File: src/rtl/btn_pkg.sv
// Shared defaults and button index names for the push-button input conditioner.
// Defaults assume a 24 MHz core clock.
package btn_pkg;

    localparam int DEF_N_BTN           = 4;
    localparam int DEF_SYNC_STAGES     = 2;
    localparam int DEF_DEBOUNCE_CYCLES = 240000;    // 10 ms
    localparam int DEF_REPEAT_DELAY    = 12000000;  // 500 ms
    localparam int DEF_REPEAT_PERIOD   = 2400000;   // 100 ms

    localparam int BTN_RESET = 0;
    localparam int BTN_STOP  = 1;
    localparam int BTN_LAP   = 2;
    localparam int BTN_START = 3;

endpackage

File: src/rtl/btn_debounce_ch.sv
// One button channel: synchroniser chain, saturating debounce counter, level and 1-cycle strobes.
// Latency SYNC_STAGES+DEBOUNCE_CYCLES edges from a stable raw change; no backpressure.
// BTN_AUTOREPEAT_EN adds a held-button repeat counter that re-strobes press.
module btn_debounce_ch
    import btn_pkg::*;
#(
    parameter int SYNC_STAGES     = DEF_SYNC_STAGES,
    parameter int DEBOUNCE_CYCLES = DEF_DEBOUNCE_CYCLES
`ifdef BTN_AUTOREPEAT_EN
    ,
    parameter int REPEAT_DELAY    = DEF_REPEAT_DELAY,
    parameter int REPEAT_PERIOD   = DEF_REPEAT_PERIOD
`endif
) (
    input  logic clk,
    input  logic rst,
    input  logic raw,
    output logic level,
    output logic press_stb,
    output logic release_stb
);

    localparam int CNT_W = $clog2(DEBOUNCE_CYCLES + 1);
    localparam logic [CNT_W-1:0] CNT_LAST = CNT_W'(DEBOUNCE_CYCLES - 1);

    logic [SYNC_STAGES-1:0] sync_q;
    logic [CNT_W-1:0]       cnt;
    logic                   s;
    logic                   accept;
    logic                   repeat_hit;

    assign s      = sync_q[SYNC_STAGES-1];
    assign accept = (s != level) && (cnt == CNT_LAST);

    always_ff @(posedge clk) begin
        if (rst) begin
            sync_q <= '0;
            cnt    <= '0;
            level  <= 1'b0;
        end else begin
            sync_q <= {sync_q[SYNC_STAGES-2:0], raw};
            // Any return to the accepted level restarts the count (bounce rejection).
            if (s == level) begin
                cnt <= '0;
            end else if (accept) begin
                cnt   <= '0;
                level <= s;
            end else begin
                cnt <= cnt + 1'b1;
            end
        end
    end

`ifdef BTN_AUTOREPEAT_EN
    localparam int RPT_W = $clog2(REPEAT_DELAY + 1);
    localparam logic [RPT_W-1:0] RPT_FIRE   = RPT_W'(REPEAT_DELAY - 1);
    localparam logic [RPT_W-1:0] RPT_RELOAD = RPT_W'(REPEAT_DELAY - REPEAT_PERIOD);

    logic [RPT_W-1:0] rpt;

    // Suppressed on the release-accept cycle so press and release never coincide.
    assign repeat_hit = level && !accept && (rpt == RPT_FIRE);

    always_ff @(posedge clk) begin
        if (rst || !level || accept) begin
            rpt <= '0;
        end else if (repeat_hit) begin
            // Reloading lands the next fire exactly REPEAT_PERIOD cycles later.
            rpt <= RPT_RELOAD;
        end else begin
            rpt <= rpt + 1'b1;
        end
    end
`else
    assign repeat_hit = 1'b0;
`endif

    always_ff @(posedge clk) begin
        if (rst) begin
            press_stb   <= 1'b0;
            release_stb <= 1'b0;
        end else begin
            press_stb   <= (accept && s) || repeat_hit;
            release_stb <= accept && !s;
        end
    end

endmodule

File: src/rtl/btn_debounce_pulse.sv
// Push-button conditioner: N_BTN independent debounced levels with press/release strobes.
// Latency SYNC_STAGES+DEBOUNCE_CYCLES edges per accepted change; no backpressure.
// BTN_AUTOREPEAT_EN enables press auto-repeat while a button is held.
module btn_debounce_pulse
    import btn_pkg::*;
#(
    parameter int N_BTN           = DEF_N_BTN,
    parameter int SYNC_STAGES     = DEF_SYNC_STAGES,
    parameter int DEBOUNCE_CYCLES = DEF_DEBOUNCE_CYCLES
`ifdef BTN_AUTOREPEAT_EN
    ,
    parameter int REPEAT_DELAY    = DEF_REPEAT_DELAY,
    parameter int REPEAT_PERIOD   = DEF_REPEAT_PERIOD
`endif
) (
    input  logic             CLK,
    input  logic             RST,
    input  logic [N_BTN-1:0] btn_raw,
    output logic [N_BTN-1:0] btn_level,
    output logic [N_BTN-1:0] btn_press,
    output logic [N_BTN-1:0] btn_release
);

    for (genvar i = 0; i < N_BTN; i++) begin : g_ch
        btn_debounce_ch #(
            .SYNC_STAGES     (SYNC_STAGES),
            .DEBOUNCE_CYCLES (DEBOUNCE_CYCLES)
`ifdef BTN_AUTOREPEAT_EN
            ,
            .REPEAT_DELAY    (REPEAT_DELAY),
            .REPEAT_PERIOD   (REPEAT_PERIOD)
`endif
        ) u_ch (
            .clk         (CLK),
            .rst         (RST),
            .raw         (btn_raw[i]),
            .level       (btn_level[i]),
            .press_stb   (btn_press[i]),
            .release_stb (btn_release[i])
        );
    end

endmodule

File: config.mk
export PLATFORM = sky130hd
export DESIGN_NAME = btn_debounce_pulse
export DESIGN_NICKNAME = d
export VERILOG_FILES = /design/src/rtl/btn_pkg.sv /design/src/rtl/btn_debounce_ch.sv /design/src/rtl/btn_debounce_pulse.sv
export SDC_FILE = /design/constraint.sdc
export NUM_CORES = 1
export LEC_CHECK = 0
export ABC_AREA = 1
export CAP_MARGIN = 20
export CORE_MARGIN = 2
export CORE_UTILIZATION = 45
export DETAILED_ROUTE_END_ITERATION = 16
export GPL_ROUTABILITY_DRIVEN = 1
export PLACE_DENSITY_LB_ADDON = 0.15
export SLEW_MARGIN = 10
export SYNTH_ARGS = -nofsm -noshare
export SYNTH_HDL_FRONTEND = slang
export SYNTH_SLANG_ARGS = --single-unit
File: constraint.sdc
create_clock -name CLK -period 1.9 [get_ports CLK]
set_input_delay 0.285 -clock CLK [delete_from_list [all_inputs] [get_ports CLK]]
set_output_delay 0.285 -clock CLK [all_outputs]
set_load 0.005 [all_outputs]
==> summary.md <==
| Metric | Value |
|---|---|
| Outcome | completed |
| Delay-heaviest family, CP | buffers and inverters |
| Yosys top cell area share | 41.5% |
| Filler cells | 968 |
| Post-route ant nets | 0 |
| Worst-skew pair later-pin latency | 360 ps |
| Fin crit share | 85.8% |
| NumNets Final | 625 |
| Post CTS Setup Buffer Count | 0 |
| Area of the mapped netlist | 0.00443 mm² |
| Synth Area per Inst | 7.35 µm² |
| Post-placement cell count | 737 |
| Hold_buf cts | 0 |
| Clock tree sinks | 92 |
| CP Launch Type | flip-flop |
| First-pass GRT wire length | 13,900 µm |
| Multi-input logic area | 0.00219 mm² |
| Max stage delay cell, worst path | clkdlybuf4s50_1 |
| Post-CTS Resized | 0 |
| Routed WL | 8170 µm |
| Starting Density | 45.8% |
| Htree depth | 3 |
| Leakage | 1.60 nW |
| Via Count | 3,537 |
| CP endpoint kind | output pin |
| Initial DRC count | 110 |
| Final hold viol count | 0 |
| Critical path class | reg -> out |
| Cells after Synth | 603 |
| CTS tree | built |
| Setup violators final | 0 |
| Hold Crit Class | reg -> reg |
| Dpl hpwl | 5970 µm |
| Placed inst area | 0.00464 mm² |
| Worst-path maximum fanout | 4 |
| Max-cap violations | 0 |
| CTS clk-pin slew, worst paths | 90 ps |
| Max Slew Vio Count | 0 |
| PnR worst setup slack | 270 ps |
| Sequential share of the synthesized area | 41.5% |
| Seq. cell area | 0.00184 mm² |
| Router iterations before antenna repair | 5 |
| Die ar. | 0.0107 mm² |
| Max transition margin | 79.4% |
| Final instance area | 0.00484 mm² |
| Top cells by area, synth | dfxtp_1, nor2_1, nand2_1, xor2_1, inv_1 |
| Vias per cell | 4.70 |
| Core area | 0.00968 mm² |
| Non-filler cells in the finished layout | 753 |
| Actual slew at the worst max-slew pin | 307 ps |
| Layout cells sized above 1 | 7.26% |
| Post-synth cell types | 27 |
| Power Density | 699 mW/mm² |
| DRC viols | 0 |
| Max VDD drop | 0.000397 V |
| Floorplan die height | 103 µm |
| Routability cong. | 0.888 |
| GRT Total Usage | 16.5% |
| Pin count of the biggest net entering global routing | 19 |
| Initial antenna violation count | 0 |
| # IOs | 18 |
| Syn. warnings | 0 |
| Root buf cell | clkbuf_8 |
| Area growth from synthesis to layout | 9.29% |
| Cell taking the most area after synthesis | dfxtp_1 |
| FMAX | 613 MHz |
| Grt ovf | 0 |
| Drt wl/cell | 10.9 µm |
| ANT cells | 0 |
| Worst EP required | 1620 ps |
| Syn Nets | 613 |
| TNS Setup | 0 ps |
| Die X | 103 µm |
| Setup Slack @ Placement | 361 ps |
| Crit path DAT | 1350 ps |
| Worst Skew | 12.3 ps |
| Num CTS Buffers | 9 |
| Slowest cell delay on critical path | 550 ps |
| Row cnt | 36 |
| Worst Path Buf+Inv | 1 |
| PortBufs | 17 |
| Vias in the first global route | 3,143 |
| Final min period | 1630 ps |
| Clock buffer depth | 2 |
| Yosys reg bits | 92 |
| RSZ-0062 raised after global routing | no |
| Tot Pwr | 3.39 mW |
| Crit-path cells | clkdlybuf4s50_1 |
-- flip-flops by register name (all words and copies together) (netlist names) --
register / count
g_ch.u_ch.sync_q: 8
g_ch.u_ch.press_stb: 4
g_ch.u_ch.cnt: 72
g_ch.u_ch.release_stb: 4
g_ch.u_ch.level: 4
-- where the power goes --
part,internal (mW),switching [mW],leakage (nW)
registers,1.94,0.00684,0.743
logic,0.0227,0.0334,0.757
clock network,0.657,0.730,0.104
-- cell usage after synthesis --
master and instances:
nor3b_1 1, or2_0 1, dfxtp_1 92, o21ai_1 1
a21oi_1 6, nand4_1 20, nand3_1 28, inv_1 67
o21bai_1 1, nor2_2 4, nor2_4 6, nand2_1 118
nor2_1 156, nor3_1 9, nand3_2 7, buf_4 13
clkbuf_1 1, o21ai_0 2, xor2_1 30, nor3_2 1
ha_1 4, nand2_2 4, nand3b_4 1, nand3_4 4
nand3b_1 4, buf_6 4, xnor2_1 18
-- per-layer routing --
layer	up-vias	track usage, %	wire (µm)
met5	-	0	0
met4	0	5.67	120
met2	72	27.1	3790
met1	1577	21.1	3960
met3	8	4.50	302
li1	1880	-	-
-- cells by family after synthesis --
logic type | share of synthesized area (%)
xor gates and xnor gates | 9.48
and+or+nand+nor | 37.7
DFF | 41.5
buffers and inverters | 8.98
AOI/OAI and AO/OA | 1.19
adders and majority gates | 1.13
-- worst paths after layout --
path	depth (start not counted)	startpoint	to	slack, ps
min reg2reg	2	g_ch[2].u_ch.sync_q[0]$_SDFF_PP0_	g_ch[2].u_ch.sync_q[1]$_SDFF_PP0_	410
max reg2reg	7	g_ch[2].u_ch.cnt[0]$_SDFF_PP0_	g_ch[2].u_ch.cnt[10]$_SDFF_PP0_	410
max	1	g_ch[2].u_ch.level$_SDFFE_PP0P_	btn_level[2]	270
min	2	g_ch[2].u_ch.sync_q[0]$_SDFF_PP0_	g_ch[2].u_ch.sync_q[1]$_SDFF_PP0_	410
-- cell usage in the layout (no fill, tap or decap), drive strengths merged, types with 6 or more instances in the layout --
cell type      count
nand3             39
nand2            122
clkdlybuf4s50     17
a21oi              6
clkbuf            10
nor3              10
dfxtp             92
nor2             166
xnor2             18
xor2              30
inv               70
nand4             20
-- through the flow --
| step | utilization [%] | hold WS (ps) |
|---|---|---|
| 2_1_floorplan | - | 361 |
| 3_3_place_gp | 47.9 | 389 |
| 3_5_place_dp | 47.9 | 397 |
| 4_1_cts | 50.0 | 411 |
| 5_1_grt | 50.0 | 420 |
| 6_report | 50.0 | 407 |
-- area by class of cell --
class                           instances  share of cell area [%]
Clock buffer                           10                    2.84
Clock inverter                          6                    1.42
Inverter                               67                    5.19
Multi-Input combinational cell        426                    45.3
Sequential cell                        92                    38.0
Tap cell                              133                    3.43
Timing Repair Buffer                   19                    3.82
No activity file was read; power rests on OpenSTA's default activity.
